`config.mk`:
```
export PLATFORM = sky130hd
export DESIGN_NAME = bcd_tick_counter_7seg
export DESIGN_NICKNAME = d
export VERILOG_FILES = /design/src/rtl/bcd_disp_pkg.sv /design/src/rtl/seg7_decode.sv /design/src/rtl/bcd_tick_counter_7seg.sv
export SDC_FILE = /design/constraint.sdc
export NUM_CORES = 1
export LEC_CHECK = 0
export CORE_AREA = 2 2 81 83
export DETAILED_ROUTE_END_ITERATION = 12
export DIE_AREA = 0 0 83 85
export GPL_TIMING_DRIVEN = 0
export PLACE_DENSITY = 0.63
export SETUP_SLACK_MARGIN = 0.3
export SLEW_MARGIN = 10
export SYNTH_ARGS = -nofsm -noshare
export SYNTH_HDL_FRONTEND = slang
export SYNTH_SLANG_ARGS = --single-unit
```
`constraint.sdc`:
```
create_clock -name INCLK -period 2.5 [get_ports INCLK]
set_input_delay 0.75 -clock INCLK [delete_from_list [all_inputs] [get_ports INCLK]]
set_output_delay 0.75 -clock INCLK [all_outputs]
set_load 0.1 [all_outputs]
```
`src/rtl/bcd_disp_pkg.sv`:
```
// Shared constants and helpers for the BCD display blocks: active-low seven-segment
// patterns (bit 7 = DP, bits 6:0 = g..a) and an elaboration-time decimal-to-BCD converter.
package bcd_disp_pkg;

   localparam logic [7:0] SEG_0     = 8'hC0;
   localparam logic [7:0] SEG_1     = 8'hF9;
   localparam logic [7:0] SEG_2     = 8'hA4;
   localparam logic [7:0] SEG_3     = 8'hB0;
   localparam logic [7:0] SEG_4     = 8'h99;
   localparam logic [7:0] SEG_5     = 8'h92;
   localparam logic [7:0] SEG_6     = 8'h82;
   localparam logic [7:0] SEG_7     = 8'hF8;
   localparam logic [7:0] SEG_8     = 8'h80;
   localparam logic [7:0] SEG_9     = 8'h90;
   localparam logic [7:0] SEG_BLANK = 8'hFF;

   // Converts a decimal integer into up to eight packed BCD digits, digit 0 in [3:0].
   function automatic logic [31:0] dec_to_bcd(input int unsigned value);
      logic [31:0] res;
      int unsigned v;
      res = '0;
      v   = value;
      for (int i = 0; i < 8; i++) begin
         res[4*i +: 4] = 4'(v % 10);
         v             = v / 10;
      end
      return res;
   endfunction

endpackage

```
`src/rtl/seg7_decode.sv`:
```
// Combinational BCD digit to active-low seven-segment pattern. Codes above 9 blank the digit.
module seg7_decode
   import bcd_disp_pkg::*;
(
   input  logic [3:0] bcd,
   output logic [7:0] seg
);

   // Digit lookup; DP stays off for every code
   always_comb begin
      seg = SEG_BLANK;
      case (bcd)
         4'd0:    seg = SEG_0;
         4'd1:    seg = SEG_1;
         4'd2:    seg = SEG_2;
         4'd3:    seg = SEG_3;
         4'd4:    seg = SEG_4;
         4'd5:    seg = SEG_5;
         4'd6:    seg = SEG_6;
         4'd7:    seg = SEG_7;
         4'd8:    seg = SEG_8;
         4'd9:    seg = SEG_9;
         default: seg = SEG_BLANK;
      endcase
   end

endmodule

```
`src/rtl/bcd_tick_counter_7seg.sv`:
```
// Decimal tick counter with direct-drive seven-segment outputs.
// A prescaler divides INCLK down to the tick rate; each tick steps a DIGITS-wide BCD counter
// that wraps at COUNT_MAX and pulses CARRY. Segment outputs are registered one cycle after BCD.
// Optional feature: define BCDCNT_DOWN_EN to honour DIR (down-count with borrow, wrap to
// COUNT_MAX). Without it the counter is up-only and DIR is ignored.
module bcd_tick_counter_7seg
   import bcd_disp_pkg::*;
#(
   parameter int unsigned CLK_HZ    = 10000000,
   parameter int unsigned TICK_HZ   = 5,
   parameter int unsigned DIGITS    = 2,
   parameter int unsigned COUNT_MAX = 99
) (
   input  logic                  INCLK,
   input  logic                  RESET,
   input  logic                  EN,
   input  logic                  CLR,
   input  logic                  LOAD,
   input  logic [4*DIGITS-1:0]   LOAD_VAL,
   input  logic                  DIR,
   output logic [4*DIGITS-1:0]   BCD,
   output logic                  TICK,
   output logic                  CARRY,
   output logic [8*DIGITS-1:0]   SEG
);

   localparam int unsigned          DIV         = CLK_HZ / TICK_HZ;
   localparam int unsigned          PC_W        = $clog2(DIV);
   localparam logic [PC_W-1:0]      PC_LAST     = PC_W'(DIV - 1);
   localparam logic [31:0]          MAX_BCD_ALL = dec_to_bcd(COUNT_MAX);
   localparam logic [4*DIGITS-1:0]  MAX_BCD     = MAX_BCD_ALL[4*DIGITS-1:0];

   logic [PC_W-1:0]     pc_q, pc_d;
   logic [4*DIGITS-1:0] bcd_q, bcd_d;
   logic                tick_q, tick_d;
   logic                carry_q, carry_d;
   logic [8*DIGITS-1:0] seg_q, seg_dec;

   logic [4*DIGITS-1:0] bcd_inc;
   logic                inc_carry;
   logic [4*DIGITS-1:0] load_clamped;
   logic [4*DIGITS-1:0] bcd_next;
   logic                wrap;

   // Ripple +1 across digits; a digit at 9 rolls to 0 and passes the carry on
   always_comb begin
      bcd_inc   = bcd_q;
      inc_carry = 1'b1;
      for (int i = 0; i < int'(DIGITS); i++) begin
         if (inc_carry) begin
            if (bcd_q[4*i +: 4] >= 4'd9) begin
               bcd_inc[4*i +: 4] = 4'd0;
            end else begin
               bcd_inc[4*i +: 4] = bcd_q[4*i +: 4] + 4'd1;
               inc_carry         = 1'b0;
            end
         end
      end
   end

`ifdef BCDCNT_DOWN_EN
   logic [4*DIGITS-1:0] bcd_dec;
   logic                dec_borrow;

   // Ripple -1 across digits; a digit at 0 rolls to 9 and passes the borrow on
   always_comb begin
      bcd_dec    = bcd_q;
      dec_borrow = 1'b1;
      for (int i = 0; i < int'(DIGITS); i++) begin
         if (dec_borrow) begin
            if (bcd_q[4*i +: 4] == 4'd0) begin
               bcd_dec[4*i +: 4] = 4'd9;
            end else begin
               bcd_dec[4*i +: 4] = bcd_q[4*i +: 4] - 4'd1;
               dec_borrow        = 1'b0;
            end
         end
      end
   end

   // Select the step result by direction, including the wrap endpoints
   always_comb begin
      if (DIR) begin
         wrap     = (bcd_q == '0);
         bcd_next = wrap ? MAX_BCD : bcd_dec;
      end else begin
         wrap     = (bcd_q >= MAX_BCD);
         bcd_next = wrap ? '0 : bcd_inc;
      end
   end
`else
   logic unused_dir;
   assign unused_dir = DIR;

   // Up-only step; values at or above the wrap point return to zero
   always_comb begin
      wrap     = (bcd_q >= MAX_BCD);
      bcd_next = wrap ? '0 : bcd_inc;
   end
`endif

   // Loaded digits above 9 saturate to 9 so the counter never holds an invalid code
   always_comb begin
      load_clamped = LOAD_VAL;
      for (int i = 0; i < int'(DIGITS); i++) begin
         if (LOAD_VAL[4*i +: 4] > 4'd9) begin
            load_clamped[4*i +: 4] = 4'd9;
         end
      end
   end

   // Next state with CLR over LOAD over tick; CLR/LOAD restart the prescaler
   always_comb begin
      pc_d    = pc_q;
      bcd_d   = bcd_q;
      tick_d  = 1'b0;
      carry_d = 1'b0;
      if (CLR) begin
         pc_d  = '0;
         bcd_d = '0;
      end else if (LOAD) begin
         pc_d  = '0;
         bcd_d = load_clamped;
      end else if (EN) begin
         if (pc_q == PC_LAST) begin
            pc_d    = '0;
            bcd_d   = bcd_next;
            tick_d  = 1'b1;
            carry_d = wrap;
         end else begin
            pc_d = pc_q + PC_W'(1);
         end
      end
   end

   for (genvar g = 0; g < int'(DIGITS); g++) begin : g_dec
      seg7_decode u_dec (
         .bcd (bcd_q[4*g +: 4]),
         .seg (seg_dec[8*g +: 8])
      );
   end

   // State and output registers; SEG samples the current count so it trails BCD by one cycle
   always_ff @(posedge INCLK or negedge RESET) begin
      if (!RESET) begin
         pc_q    <= '0;
         bcd_q   <= '0;
         tick_q  <= 1'b0;
         carry_q <= 1'b0;
         seg_q   <= {DIGITS{SEG_0}};
      end else begin
         pc_q    <= pc_d;
         bcd_q   <= bcd_d;
         tick_q  <= tick_d;
         carry_q <= carry_d;
         seg_q   <= seg_dec;
      end
   end

   assign BCD   = bcd_q;
   assign TICK  = tick_q;
   assign CARRY = carry_q;
   assign SEG   = seg_q;

endmodule

```
==> results of run 1 <==
logic make-up (layout without fill, tap and decap cells):
kind of cell    Yosys count  in the layout
compound gates           47             47
xor+xnor                 18             18
fa+ha+maj                 9              9
buf+inv                  22             72
flops                    45             45
mux                       4              4
other cells               1              2
simple gates            110            110
layout make-up:
type,count,area [um^2]
Fill cell,606,3065
Multi-Input combinational cell,190,1300
Sequential cell,45,1140
Timing Repair Buffer,42,412.9
Tap cell,77,96.34
Clock buffer,7,76.32
Buffer,12,68.82
Inverter,10,37.54
Clock inverter,1,7.507
metal layers:
layer | global-route usage [%] | share of wire, % | wire length (um) | up-vias
li1 | - | - | - | 987
met1 | 19.76 | 47 | 2476 | 942
met2 | 27.49 | 50 | 2632 | 30
met3 | 2.821 | 2.8 | 149 | 5
met4 | 3.577 | 0.96 | 51 | 0
met5 | 0 | 0 | 0 | -
critical path, cell delays in order (launching register included):
cell,delay (ns)
dfrtp_1,0.40
or4_4,0.55
nor4_4,0.34
nand2_4,0.09
or4_4,0.43
a311oi_2,0.27
timing repair:
item	in CTS	in global routing
setup buffers	5	2
setup endpoints to repair	43	28
pin swaps	5	2
resized for setup	80	18
metrics by stage:
step           setup WS [ns]  hold WS [ns]  instance area (um^2)  setup TNS (ns)  cells
2_1_floorplan         0.2582        0.4544                  2450               0    257
3_3_place_gp         -0.8732        0.5311                  2887          -31.41    368
3_5_place_dp         -0.3922        0.5476                  2902          -5.454    369
4_1_cts               0.2580        0.3583                  3102               0    382
5_1_grt               0.2665        0.3835                  3139               0    384
6_report              0.3258        0.3532                  3139               0    384
cells in the final DEF, fill, tap and decap left out, drive strengths merged, types with 2 or more instances in the layout:
master         instances
buf                   13
inv                    9
dfstp                  2
clkdlybuf4s15         19
nand3                 11
nand4b                 2
nor2                  35
a211oi                 5
clkbuf                20
mux2i                  3
nand2                 22
o21ai                 15
or2                    5
xor2                  14
nor3                   3
xnor2                  4
conb                   2
dfrtp                 43
nand4                  6
nand2b                 4
a21oi                 15
nor3b                  4
a31oi                  5
and3                   2
clkdlybuf4s50          8
or4                    2
a311oi                 2
ha                     9
or3                    3
nor4                   3
registers in the layout, summed over array words and instances, names as in the netlist:
| register | cells |
|---|---|
| SEG | 14 |
| TICK | 1 |
| BCD | 8 |
| pc_q | 21 |
| CARRY | 1 |
report_power, final:
group          internal (mW)  switching [mW]  total [mW]
clock network          0.198           0.237       0.435
registers              0.774          0.0273       0.801
logic                  0.132           0.451       0.583
path summary, 6_finish.rpt:
kind                       startpoint  slack [ns]        to
min in group INCLK           pc_q[20]        0.56  pc_q[20]
max in group asynchronous       RESET        1.59   SEG[14]
min reg2reg                  pc_q[20]        0.56  pc_q[20]
max reg2reg                  pc_q[11]        0.33    BCD[3]
min                             RESET        0.35  pc_q[17]
max                          pc_q[11]        0.33    BCD[3]
==> run_results.csv, run 1 <==
group,metric,value,unit
status,status,"complete, no violations",
die,design.core.area,6205,um^2
yosys,ys_ff_latch,45,
global_routing,grt_max_degree,32,
cts,clock_latency,0.29,ns
yosys,synthFlopType,"dfrtp_1",
critical_path,criticalPathCategory,"flip-flop to flip-flop",
yosys,synth_area,2430,um^2
yosys,yosys_warnings,0,
critical_path,crit_arrival,2.37,ns
cts,h-tree-depth,2,
global_routing,grt_pass1_vias,2003,
pwr,p_per_area,579.3,nW/um^2
finish,area_growth,29.20,%
cts,clock-sinks,45,
route,drtIter0Drc,76,
global_routing,track_usage,15.49,%
yosys,synthTopCellsByCount,"dfrtp_1, nor2_1, nand2_1",
yosys,yosys.area.top_type,"dfrtp_1",
yosys,synth_mux_area_share,1.699,%
pwr,ir_drop,0.0003502,V
cts,clkTransAtPathRegs,0.08,ns
route,wire_per_inst,13.83,um
timing,max_freq,459.9,MHz
finish,diodes,0,
yosys,avgSynthCellArea,9.492,um^2
yosys,synthArstFlopShare,100.0,%
timing,timing.final.crit_share,86.97,%
timing,fin_worst_skew,0.008816,ns
run,maxCapViolations,0,
yosys,synth.most_common_cell,"dfrtp_1",
global_routing,antenna_found_initial,0,
die,chipHeight,85,um
yosys,yosys-top-cells-area,"dfrtp_1, nor2_1, xor2_1",
route,antenna_left,0,
timing,tightest_slew,0.5525,ns
die,die_area,7055,um^2
yosys,synthSimpleGateAreaFrac,25.44,%
yosys,synthAdderAreaFrac,4.634,%
yosys,synth_edf_count,0,
die,ios,40,
yosys,netlist.area_leader.share,44.28,%
finish,final_util,50.59,%
cts,numCtsBuffers,5,
yosys,synthCells,256,
cts,cts_buffer_depth,2,
finish,nets,329,
yosys,synth_top_family_by_area,"simple AND/OR/NAND/NOR gates",
timing,final_max_slew_viol_count,0,
place,io_buffers,34,
cts,hold_buffers,0,
die,die_x,83,um
route,vias,1964,
place,dpl.hpwl,3.718,mm
timing,rsz0062_at_grt,"yes",
finish,drive_gt1_share,25.08,%
yosys,yosysSeqAreaShare,46.45,%
global_routing,grt_pass1_wl,9.032,mm
timing,final-setup-viol-count,0,
yosys,synth_compound_area_share,11.38,%
hold_path,hold_class,"input port to asynchronous set/reset pin",
pwr,totalPowerFinal,1.819,mW
cts,cts_root_buf,"clkbuf_8",
critical_path,worst_ep_required_time,2.70,ns
pwr,p_leak,1.322,nW
global_routing,grt_overflow_total,0,
critical_path,rr_worst_depth,5,
route,drtPass1Iterations,4,
die,row_count,29,
yosys,synth_xor_xnor_area_share,6.488,%
place,gp_congestion,0.8403,
cts,cts_tree,"built",
yosys,yosys.cell_types.count,51,
timing,relSlewSlack,63.17,%
critical_path,startpoint_type,"flip-flop",
timing,period_needed,2.174,ns
critical_path,cp-end-kind,"flip-flop",
die,start_util,39.16,%
route,drc,0,
critical_path,critPathMaxFanout,2,
route,wl,5.310,mm
route,vias_per_cell,5.115,
timing,hold_violations,0,
(Power assumes the default switching activity.)
==> inputs of run 2 (changes only) <==
- CORE_AREA: 2 2 81 83 -> 4 4 71 100
- DIE_AREA: 0 0 83 85 -> 0 0 75 104
- PLACE_DENSITY: 0.63 -> 0.59
==> run 2 against run 1 <==
Effect of this change: register-to-register slack gained 0.04 ns; clock-buffer cell count fell by 1; sequential power barely moved; combinational power rose by 1%; utilization increased by 0.58 points; global-route usage is 0.70 points lower; sequential share of layout area decreased by 0.20 points; flip-flop and latch count unchanged; cell count is 1.6% lower; via count is 0.81% higher; die area rose by 11%; total power rose by 6.4%; largest power group unchanged; highest routed layer unchanged.
==> run_results.csv, run 2 (same netlist as run 1, synthesis figures left out) <==
group,metric,value,unit
status,status,"complete, no violations",
finish,layout_commonest_cell,"dfrtp_1",
critical_path,criticalPathCategory,"flip-flop to flip-flop",
global_routing,track_usage,14.79,%
die,chipHeight,104,um
finish,fin_area,3157,um^2
route,drtPass1Iterations,4,
critical_path,r2r_setup_slack,0.36,ns
critical_path,crit_arrival,2.34,ns
global_routing,grt_overflow_total,0,
place,dpl.hpwl,3.906,mm
cts,cts_tree,"built",
timing,rsz0062_at_grt,"yes",
route,drtIter0Drc,77,
pwr,p_leak,1.321,nW
timing,fin_worst_skew,0.009119,ns
cts,h-tree-depth,2,
global_routing,grt_pass1_wl,9.170,mm
timing,period_needed,2.136,ns
global_routing,grt_pass1_vias,1964,
critical_path,cp_top_family,"simple AND/OR/NAND/NOR gates",
route,vias,1980,
cts,numCtsBuffers,5,
cts,clock_latency,0.29,ns
pwr,p_per_area,613.1,nW/um^2
timing,relSlewSlack,51.95,%
cts,hold_buffers,0,
timing,final_max_slew_viol_count,0,
timing,fin_ws,0.3641,ns
global_routing,grt_max_degree,34,
finish,largest_register_ffs,21,
cts,clock-sinks,45,
cts,cts_buffer_depth,2,
timing,final-setup-viol-count,0,
critical_path,startpoint_type,"flip-flop",
finish,top_register,"pc_q",
place,dpl_worst_slack,-0.4230,ns
critical_path,cp_num_buf_inv,0,
die,ios,40,
finish,fillerInstances,569,
route,wire_per_inst,13.90,um
place,dpl-instance-area,2895,um^2
critical_path,cp-end-kind,"flip-flop",
route,drc,0,
timing,hold_violations,0,
die,die_area,7800,um^2
critical_path,worst_ep_required_time,2.70,ns
die,design.core.area,6168,um^2
route,vias_per_cell,5.238,
die,die_x,75,um
critical_path,critPathMaxStageDelay,0.55,ns
timing,max_freq,468.2,MHz
finish,area_growth,29.92,%
route,antenna_left,0,
timing,timing.final.crit_share,85.44,%
hold_path,hold_class,"input port to asynchronous set/reset pin",
finish,nets,328,
finish,drive_gt1_share,25.16,%
route,wl,5.253,mm
place,io_buffers,34,
critical_path,crit_chain,"or4_4, nor4_4, nand2_4, or4_4, a311oi_2",
critical_path,cp_common_cell,"or4_4",
timing,tightest_slew,0.7152,ns
critical_path,critPathMaxFanout,3,
finish,diodes,0,
pwr,ir_drop,0.0004109,V
die,start_util,39.39,%
cts,cts_root_buf,"clkbuf_8",
place,gp_congestion,0.7903,
cts,clkTransAtPathRegs,0.09,ns
die,row_count,34,
critical_path,cp_slowest_cell,"or4_4",
run,maxCapViolations,0,
finish,layout_common_cells,"dfrtp_1, nor2_1, clkdlybuf4s15_2",
global_routing,antenna_found_initial,0,
-- run 2: per-stage QoR --
stage	power, mW	TNS (ns)	util [%]	cells	hold WS (ns)
floorplan	1.249	0	-	257	0.4544
CTS	1.947	0	50.51	377	0.3487
finish	1.936	0	51.18	378	0.3462
detailed placement	1.408	-5.647	46.94	364	0.5324
global placement	1.403	-31.25	46.69	363	0.5356
global route	2.022	0	51.18	378	0.3518
-- run 2: layout make-up --
cell class / count / area [um^2] / share of cell area (%)
Timing Repair Buffer: 41 / 426.7 / 13.52
Tap cell: 72 / 90.09 / 2.854
Clock inverter: 2 / 38.79 / 1.229
Clock buffer: 6 / 72.57 / 2.299
Inverter: 10 / 37.54 / 1.189
Buffer: 12 / 65.06 / 2.061
Multi-Input combinational cell: 190 / 1286 / 40.74
Sequential cell: 45 / 1140 / 36.11
-- run 2: power by group --
group          leakage (nW)  internal, mW  switching (mW)
Clock                0.0554         0.300           0.243
Combinational         0.676         0.139           0.452
Sequential            0.589         0.774          0.0271
Total                  1.32          1.21           0.723
-- run 2: path summary, 6_finish.rpt --
kind,start,to,depth (start not counted)
min in group INCLK,pc_q[20],pc_q[20],2
min,RESET,pc_q[12],1
max in group asynchronous,RESET,SEG[14],2
min reg2reg,pc_q[20],pc_q[20],2
max reg2reg,pc_q[12],BCD[3],5
max,pc_q[12],BCD[3],5
-- run 2: routing by layer --
layer	GRT usage [%]	vias up	part of all wire (%)
met2	25.37	33	54
met5	0	-	0
met1	18.06	957	41
met4	4.326	0	1.6
li1	-	983	-
met3	3.095	7	3.6
-- run 2: worst reg2reg max path: cells and delay by family (launching register included) --
kind               cells  cell delay (ns)
and+or+nand+nor        4             1.40
DFF                    1             0.41
AOI/OAI and AO/OA      1             0.25
-- run 2: what timing repair did --
item	CTS	global route
resized for setup	85	12
hold endpoints to repair	0	0
pin swaps	5	4
setup buffers	5	1
endpoints found under the setup margin	46	25
